### config.mk
export PLATFORM = sky130hd
export DESIGN_NAME = gbsha_fir_core
export DESIGN_NICKNAME = d
export VERILOG_FILES = /design/src/rtl/gbsha_fir_pkg.sv /design/src/rtl/gbsha_fir_narrow.sv /design/src/rtl/gbsha_fir_core.sv
export SDC_FILE = /design/constraint.sdc
export NUM_CORES = 1
export LEC_CHECK = 0
export CORE_ASPECT_RATIO = 1.4
export CORE_MARGIN = 10
export CORE_UTILIZATION = 35
export CTS_BUF_LIST = sky130_fd_sc_hd__clkbuf_4 sky130_fd_sc_hd__clkbuf_8
export DETAILED_ROUTE_END_ITERATION = 7
export PLACE_DENSITY = 0.51
export SLEW_MARGIN = 30
export SYNTH_ARGS = -nofsm -noshare
export SYNTH_HDL_FRONTEND = slang
export SYNTH_HIERARCHICAL = 1
export SYNTH_SLANG_ARGS = --single-unit
### constraint.sdc
create_clock -name clk -period 6.2 [get_ports clk]
set_input_delay 1.24 -clock clk [delete_from_list [all_inputs] [get_ports clk]]
set_output_delay 1.24 -clock clk [all_outputs]
set_load 0.05 [all_outputs]
### src/rtl/gbsha_fir_pkg.sv
// Shared definitions for the gbsha FIR core: state encoding and width helpers.
package gbsha_fir_pkg;

    // Two-state controller: coefficient capture, then one-sample-per-clock filtering
    typedef enum logic {
        ST_LOAD = 1'b0,
        ST_RUN  = 1'b1
    } fir_state_t;

    // Ceiling log2, usable in constant expressions (returns 0 for value <= 1)
    function automatic int clog2(input int value);
        int result;
        result = 0;
        for (int v = value - 1; v > 0; v = v >> 1) begin
            result++;
        end
        return result;
    endfunction

    // Accumulator width: a full signed product plus enough guard bits to sum every tap
    function automatic int acc_width(input int n_taps, input int bw_in);
        return 2 * bw_in + clog2(n_taps);
    endfunction

    // Width used for range comparison in the narrowing stage; one bit wider than
    // both the accumulator and the output so the limits and the sign are always representable
    function automatic int cmp_width(input int bw_acc, input int bw_out);
        return ((bw_acc > bw_out) ? bw_acc : bw_out) + 1;
    endfunction

endpackage

### src/rtl/gbsha_fir_narrow.sv
// Output narrowing for the FIR core: arithmetic right shift of the accumulator,
// then either clamp to the signed output range or keep the low output bits.
module gbsha_fir_narrow
    import gbsha_fir_pkg::*;
#(
    parameter int BW_acc    = 14,
    parameter int BW_out    = 8,
    parameter int OUT_SHIFT = 0,
    parameter int SATURATE  = 1
) (
    input  logic signed [BW_acc-1:0] acc,
    output logic signed [BW_out-1:0] y
);

    localparam int BW_cmp = cmp_width(BW_acc, BW_out);

    // Largest and smallest values representable in BW_out signed bits, held at compare width
    localparam logic signed [BW_cmp-1:0] SAT_MAX =
        {{(BW_cmp - BW_out + 1){1'b0}}, {(BW_out - 1){1'b1}}};
    localparam logic signed [BW_cmp-1:0] SAT_MIN =
        {{(BW_cmp - BW_out + 1){1'b1}}, {(BW_out - 1){1'b0}}};

    logic signed [BW_acc-1:0] shifted;
    logic signed [BW_cmp-1:0] wide;

    // Scale, sign-extend to compare width, then clamp or wrap into the output width
    always_comb begin
        shifted = acc >>> OUT_SHIFT;
        wide    = BW_cmp'(shifted);
        y       = wide[BW_out-1:0];
        if (SATURATE != 0) begin
            if (wide > SAT_MAX) begin
                y = SAT_MAX[BW_out-1:0];
            end else if (wide < SAT_MIN) begin
                y = SAT_MIN[BW_out-1:0];
            end
        end
    end

endmodule

### src/rtl/gbsha_fir_core.sv
// N-tap direct-form FIR core. After reset (or a reload request) the next N_TAPS
// words on x_in are taken as coefficients coeff[0..N_TAPS-1]; afterwards one
// sample per clock is filtered and the scaled, narrowed result is registered on y_out.
module gbsha_fir_core
    import gbsha_fir_pkg::*;
#(
    parameter int N_TAPS    = 4,
    parameter int BW_in     = 6,
    parameter int BW_out    = 8,
    parameter int OUT_SHIFT = 0,
    parameter int SATURATE  = 1
) (
    input  logic                     clk,
    input  logic                     reset,
    input  logic signed [BW_in-1:0]  x_in,
    input  logic                     load,
    output logic signed [BW_out-1:0] y_out,
    output logic                     coeff_loaded
);

    localparam int BW_prod = 2 * BW_in;
    localparam int BW_acc  = acc_width(N_TAPS, BW_in);
    localparam int IDX_W   = clog2(N_TAPS);
    localparam logic [IDX_W-1:0] IDX_LAST = IDX_W'(N_TAPS - 1);

    fir_state_t state;
    fir_state_t state_next;

    logic [IDX_W-1:0]          idx;
    logic signed [BW_in-1:0]   coeff [N_TAPS];
    logic signed [BW_in-1:0]   x_reg [N_TAPS];
    logic signed [BW_prod-1:0] prod  [N_TAPS];
    logic signed [BW_acc-1:0]  acc;
    logic signed [BW_out-1:0]  y_next;
    logic                      last_capture;
    logic                      shift_en;

    // Decode the two events that drive the datapath: final coefficient capture and a live sample
    always_comb begin
        last_capture = (state == ST_LOAD) && (idx == IDX_LAST);
        shift_en     = (state == ST_RUN) && !load;
    end

    // State register
    always_ff @(posedge clk or posedge reset) begin
        if (reset) begin
            state <= ST_LOAD;
        end else begin
            state <= state_next;
        end
    end

    // Next state: leave LOAD after the last capture, return to it on a reload request in RUN
    always_comb begin
        state_next = state;
        case (state)
            ST_LOAD: begin
                if (last_capture) begin
                    state_next = ST_RUN;
                end
            end
            ST_RUN: begin
                if (load) begin
                    state_next = ST_LOAD;
                end
            end
            default: begin
                state_next = ST_LOAD;
            end
        endcase
    end

    // Status output follows the state register directly
    always_comb begin
        coeff_loaded = (state == ST_RUN);
    end

    // Capture index walks 0..N_TAPS-1 during LOAD and rests at 0 otherwise,
    // so a reload always starts again at coeff[0]
    always_ff @(posedge clk or posedge reset) begin
        if (reset) begin
            idx <= '0;
        end else if (state == ST_LOAD) begin
            if (last_capture) begin
                idx <= '0;
            end else begin
                idx <= idx + 1'b1;
            end
        end else begin
            idx <= '0;
        end
    end

    // Coefficient bank is written only while loading; the load pin is not consulted here
    always_ff @(posedge clk or posedge reset) begin
        if (reset) begin
            for (int k = 0; k < N_TAPS; k++) begin
                coeff[k] <= '0;
            end
        end else if (state == ST_LOAD) begin
            coeff[idx] <= x_in;
        end
    end

    // Sample delay line: shifts in RUN, cleared during LOAD and on the reload edge
    always_ff @(posedge clk or posedge reset) begin
        if (reset) begin
            for (int k = 0; k < N_TAPS; k++) begin
                x_reg[k] <= '0;
            end
        end else if (shift_en) begin
            x_reg[0] <= x_in;
            for (int k = 1; k < N_TAPS; k++) begin
                x_reg[k] <= x_reg[k-1];
            end
        end else begin
            for (int k = 0; k < N_TAPS; k++) begin
                x_reg[k] <= '0;
            end
        end
    end

    // Full-precision signed products and their sum; the guard bits rule out overflow
    always_comb begin
        acc = '0;
        for (int k = 0; k < N_TAPS; k++) begin
            prod[k] = BW_prod'(x_reg[k]) * BW_prod'(coeff[k]);
            acc     = acc + BW_acc'(prod[k]);
        end
    end

    gbsha_fir_narrow #(
        .BW_acc   (BW_acc),
        .BW_out   (BW_out),
        .OUT_SHIFT(OUT_SHIFT),
        .SATURATE (SATURATE)
    ) u_narrow (
        .acc(acc),
        .y  (y_next)
    );

    // Output register: filtered value in RUN, forced to zero while loading or reloading
    always_ff @(posedge clk or posedge reset) begin
        if (reset) begin
            y_out <= '0;
        end else if (shift_en) begin
            y_out <= y_next;
        end else begin
            y_out <= '0;
        end
    end

endmodule

==> results.toml, run 1 <==
[global_route]
grt_max_degree = 60
antenna_found_initial = 0
grt.total_usage_pct = 13.7
grt_pass1_wl_um = 33600
overflow = 0
grt_pass1_vias = 6191

[clock_tree]
clock_latency_ps = 360
cts_max_path_buffers = 2
clk_pin_slew_ps = 80
cts_inserted_buffers = 9
cts_tree = "built"
htreeDepth = 3
ctsRootBufferMaster = "clkbuf_8"
postCtsHoldBufs = 0
cts_sinks = 59

[synth]
yosysTopAreaCellShare_pct = 40.1
synth-edff-count = 0
async_flop_share_pct = 100
synth_top_area_cell = "fa_1"
synth_area_mm2 = 0.00858
synth_area_leaders = "fa_1 40%, dfrtp_1 17%, ha_1 10%, inv_1 9.8%, and2_1 7.7%"
synth-seq-area-share_pct = 17.2
synth_cells = 822
synth_cell_type_count = 37
ys_ff_latch = 59
syn_avg_cell_area_um2 = 10.4
synth_top_flop_cell = "dfrtp_1"
ys_warn_count = 6
synth_nets = 1074

[sta]
finalMaxSlewViolations = 0
rsz0062_at_grt = "yes"
whs_ps = 507
tightest_slew_ps = 893
post-route-period-util_pct = 107
finClkSkew_ps = 11.1
finalCriticalPeriod_ps = 6620
hold_violations = 0
slew_headroom_pct = 40.4
setup_viol = 7
fin_setup_tns_ps = -2870
clock.fmax_mhz = 151
worst_slack_ps = -419

[min_path]
hold_class = "reg -> reg"
hold_depth = 1
hold-path-endpoint = "idx[0]"
worstHoldStart = "idx[0]"

[routing]
drc = 0
drtIter0Drc = 200
avgViaCountPerCell = 4.45
drt-wirelength-per-cell_um = 16.2
wl_um = 20300
vias = 5569
ant_nets = 0
first_pass_iters = 4

[worst_setup_path]
start_kind = "flop"
worstPathCellList = "and2_4 > fa_1 > inv_1 > fa_1 > inv_1 > fa_1 > fa_1 > fa_1 > inv_2 > fa_1 > fa_1 > buf_4 > fa_2 > nor2b_4 > o2111ai_2 > nand4_1 > and3_1 > nor2_1 > or4_4 > nor4_2 > o2bb2ai_1 > and2_1"
critPathMaxStageDelay_ps = 650
r2r_cells = 22
end_kind = "flop"
required_ps = 6450
cp_common_cell = "fa_1"
r2r_setup_slack_ps = -420
path_buf_inv = 4
crit_family = "adder cells"
r2r_end = "y_out[0]"
critPathArrivalTime_ps = 6870
crit_fanout = 7
crit_type = "reg -> reg"
critPathSlowestCell = "or4_4"
worstReg2RegStart = "coeff[6]"

[floorplanning]
ioPinCount = 18
die_area_mm2 = 0.0313
initial_utilization_pct = 35.7
placementRows = 67
die_y_um = 205
die_w_um = 152
coreArea_mm2 = 0.0241

[run]
drv_cap = 0

[finish]
layout_commonest_cell = "inv_1"
layout-drive-gt1-share_pct = 19.4
fill_cells = 2310
nets = 1189
multiInputGateArea_mm2 = 0.00637
regArea_mm2 = 0.00148
n_antenna_cell = 0
area_growth_pct = 19.5
instances_no_fill = 1252
mostFrequentLayoutCells = "213 x inv_1, 164 x fa_1, 100 x and2_1"

[run_status]
violations = "negative setup slack"
status = "complete, but fails checks"

[placement]
dp.cells = 1228
portBuffers = 17
dpl.hpwl_um = 17700
place_congestion = 0.819
## through the flow
stage	utilization [%]	setup slack [ps]	cell area [um2]
floorplan	-	-99.2	8640
global placement	40.9	-464	9840
finish	42.6	-419	10300
CTS	42.4	-472	10200
detailed placement	40.9	-503	9840
global route	42.6	-645	10300
## cell type report
type	instances	area share (%)
Multi-Input combinational cell	525	62.2
Timing Repair Buffer	118	9.20
Clock inverter	7	0.976
Sequential cell	59	14.4
Clock buffer	9	1.21
Inverter	224	8.20
Tap cell	310	3.78
## metal layers
metal	vias to the layer above	part of all wire, %	GRT usage [%]
li1	2644	-	-
met3	18	1.9	1.23
met5	-	0	0
met2	60	56	26.0
met4	0	2.3	4.82
met1	2847	39	15.8
## how the worst max path moves through the flow
stage                     cells after the start        to      start
after floorplan                              21  y_out[4]  x_reg[11]
after global placement                       22  y_out[1]   coeff[6]
after detailed placement                     22  y_out[6]   coeff[6]
after CTS                                    22  y_out[6]   coeff[6]
after global routing                         22  y_out[3]   coeff[6]
final                                        22  y_out[0]   coeff[6]
## synth_stat cells (all sizes together), types with 7 or more instances
| master | count |
|---|---|
| o21ai | 7 |
| xnor2 | 19 |
| fa | 172 |
| inv | 224 |
| mux2 | 25 |
| clkbuf | 11 |
| dfrtp | 59 |
| nand2b | 18 |
| nor4 | 8 |
| nor2 | 12 |
| nand2 | 50 |
| o2bb2ai | 7 |
| ha | 71 |
| nor2b | 7 |
| and2 | 106 |
## cells by family (layout without fill, tap and decap cells)
group / Yosys count / count (layout) / share of synthesized area, %
compound gates: 25 / 25 / 2.25
xor+xnor: 20 / 20 / 2.04
fa+ha+maj: 243 / 243 / 50.5
buf+inv: 238 / 358 / 10.5
flops: 59 / 59 / 17.2
mux: 25 / 25 / 3.28
simple gates: 212 / 212 / 14.2
## timing repair
item,4_1_cts,5_1_grt
buffers inserted,9,0
pin swaps,17,3
endpoints found under the setup margin,8,8
resized for setup,26,8
Power of run 1 is not shown: default switching activity piles up to over one toggle a cycle in this logic, so the estimate is an artifact.
==> inputs of run 2 (changes only) <==
--- a/config.mk
+++ b/config.mk
@@ -7,10 +7,11 @@
 export LEC_CHECK = 0
 export CORE_ASPECT_RATIO = 1.4
 export CORE_MARGIN = 10
-export CORE_UTILIZATION = 35
+export CORE_UTILIZATION = 60
 export CTS_BUF_LIST = sky130_fd_sc_hd__clkbuf_4 sky130_fd_sc_hd__clkbuf_8
 export DETAILED_ROUTE_END_ITERATION = 7
-export PLACE_DENSITY = 0.51
+export MAX_ROUTING_LAYER = met4
+export PLACE_DENSITY = 0.79
 export SLEW_MARGIN = 30
 export SYNTH_ARGS = -nofsm -noshare
 export SYNTH_HDL_FRONTEND = slang
==> results.toml, run 2 (same netlist as run 1, synthesis figures left out) <==
[clock_tree]
htreeDepth = 3
clock_latency_ps = 360
cts_max_path_buffers = 2
clk_pin_slew_ps = 70
postCtsHoldBufs = 0
cts_tree = "built"
cts_sinks = 59
ctsRootBufferMaster = "clkbuf_8"
cts_inserted_buffers = 9

[sta]
clock.fmax_mhz = 148
finalCriticalPeriod_ps = 6750
fin_setup_tns_ps = -3580
finClkSkew_ps = 8.20
slew_headroom_pct = 45.5
post-route-period-util_pct = 109
finalMaxSlewViolations = 0
rsz0062_at_grt = "yes"
worst_slack_ps = -550
setup_viol = 7
hold_violations = 0
tightest_slew_ps = 818

[run_status]
status = "complete, but fails checks"
violations = "negative setup slack"

[worst_setup_path]
crit_type = "reg -> reg"
required_ps = 6450
crit_fanout = 7
critPathSlowestCell = "or4_4"
crit_cells = 22
path_buf_inv = 4
end_kind = "flop"
critPathArrivalTime_ps = 7000
cp_common_cell = "fa_1"
worstPathCellList = "and2_4 > fa_1 > inv_1 > fa_1 > inv_2 > fa_1 > fa_1 > fa_1 > inv_1 > fa_1 > fa_2 > inv_2 > ha_4 > a21o_1 > a211oi_4 > o21ai_2 > nand2_1 > o211ai_1 > or4_4 > nor4_4 > o2bb2ai_2 > and2_1"
r2r_cells = 22
start_kind = "flop"
crit_start = "x_reg[10]"
critPathMaxStageDelay_ps = 670
worstReg2RegStart = "x_reg[10]"
crit_family = "adder cells"

[finish]
layout-drive-gt1-share_pct = 21.7
fill_cells = 970
layout_commonest_cell = "inv_1"
mostFrequentLayoutCells = "206 x inv_1, 160 x fa_1, 100 x and2_1"
nets = 1187
area_growth_pct = 18.3
regArea_mm2 = 0.00149
instances_no_fill = 1124
multiInputGateArea_mm2 = 0.00644
n_antenna_cell = 0

[global_route]
grt_pass1_vias = 7028
grt.total_usage_pct = 23.0
overflow = 0
grt_pass1_wl_um = 34300
antenna_found_initial = 0
grt_max_degree = 60

[floorplanning]
die_area_mm2 = 0.0195
coreArea_mm2 = 0.0140
placementRows = 51
ioPinCount = 18
die_w_um = 121
die_y_um = 161
initial_utilization_pct = 61.4

[routing]
drtIter0Drc = 312
vias = 5926
first_pass_iters = 4
drc = 0
ant_nets = 0
wl_um = 20200
avgViaCountPerCell = 5.27
drt-wirelength-per-cell_um = 17.9

[placement]
dpl.hpwl_um = 16800
portBuffers = 17
dp.cells = 1085
place_congestion = 0.907

[min_path]
worstHoldStart = "idx[0]"
hold_class = "reg -> reg"
hold_depth = 1

[run]
drv_cap = 0
## run 2: timing repair
item | CTS | global route
gates resized for setup | 23 | 38
pin swaps | 14 | 15
setup buffers | 16 | 8
setup endpoints to repair | 8 | 8
## run 2: final timing paths
kind	to	slack [ps]
max	y_out[4]	-550
min	idx[0]	520
max reg2reg	y_out[4]	-550
min reg2reg	idx[0]	520
max in group asynchronous	x_reg[22]	4160
min in group asynchronous	coeff[12]	1440
## run 2: per-stage QoR
step	hold WS (ps)	worst slack, ps	utilization (%)	cell area, um2
2_1_floorplan	460	-99.2	-	8640
3_3_place_gp	478	-400	68.3	9540
3_5_place_dp	509	-580	68.3	9540
4_1_cts	518	-471	71.3	9960
5_1_grt	537	-797	72.6	10100
6_report	516	-550	72.6	10100
## run 2: cell type report
cell class | instances | share of cell area, %
multi-input combinational | 525 | 63.5
tap | 185 | 2.28
clock inverter | 4 | 0.727
clock buffer | 11 | 1.49
inverter | 224 | 8.29
sequential | 59 | 14.6
timing repair buffer | 116 | 9.11
## run 2: metal layers
metal	vias to the layer above	GRT usage, %	share of wire (%)
li1	2631	-	-
met1	3066	23.6	34
met2	158	40.7	56
met3	71	2.97	3.9
met4	0	13.8	6.1
met5	-	-	0
Power of run 2 is left out for the same reason.
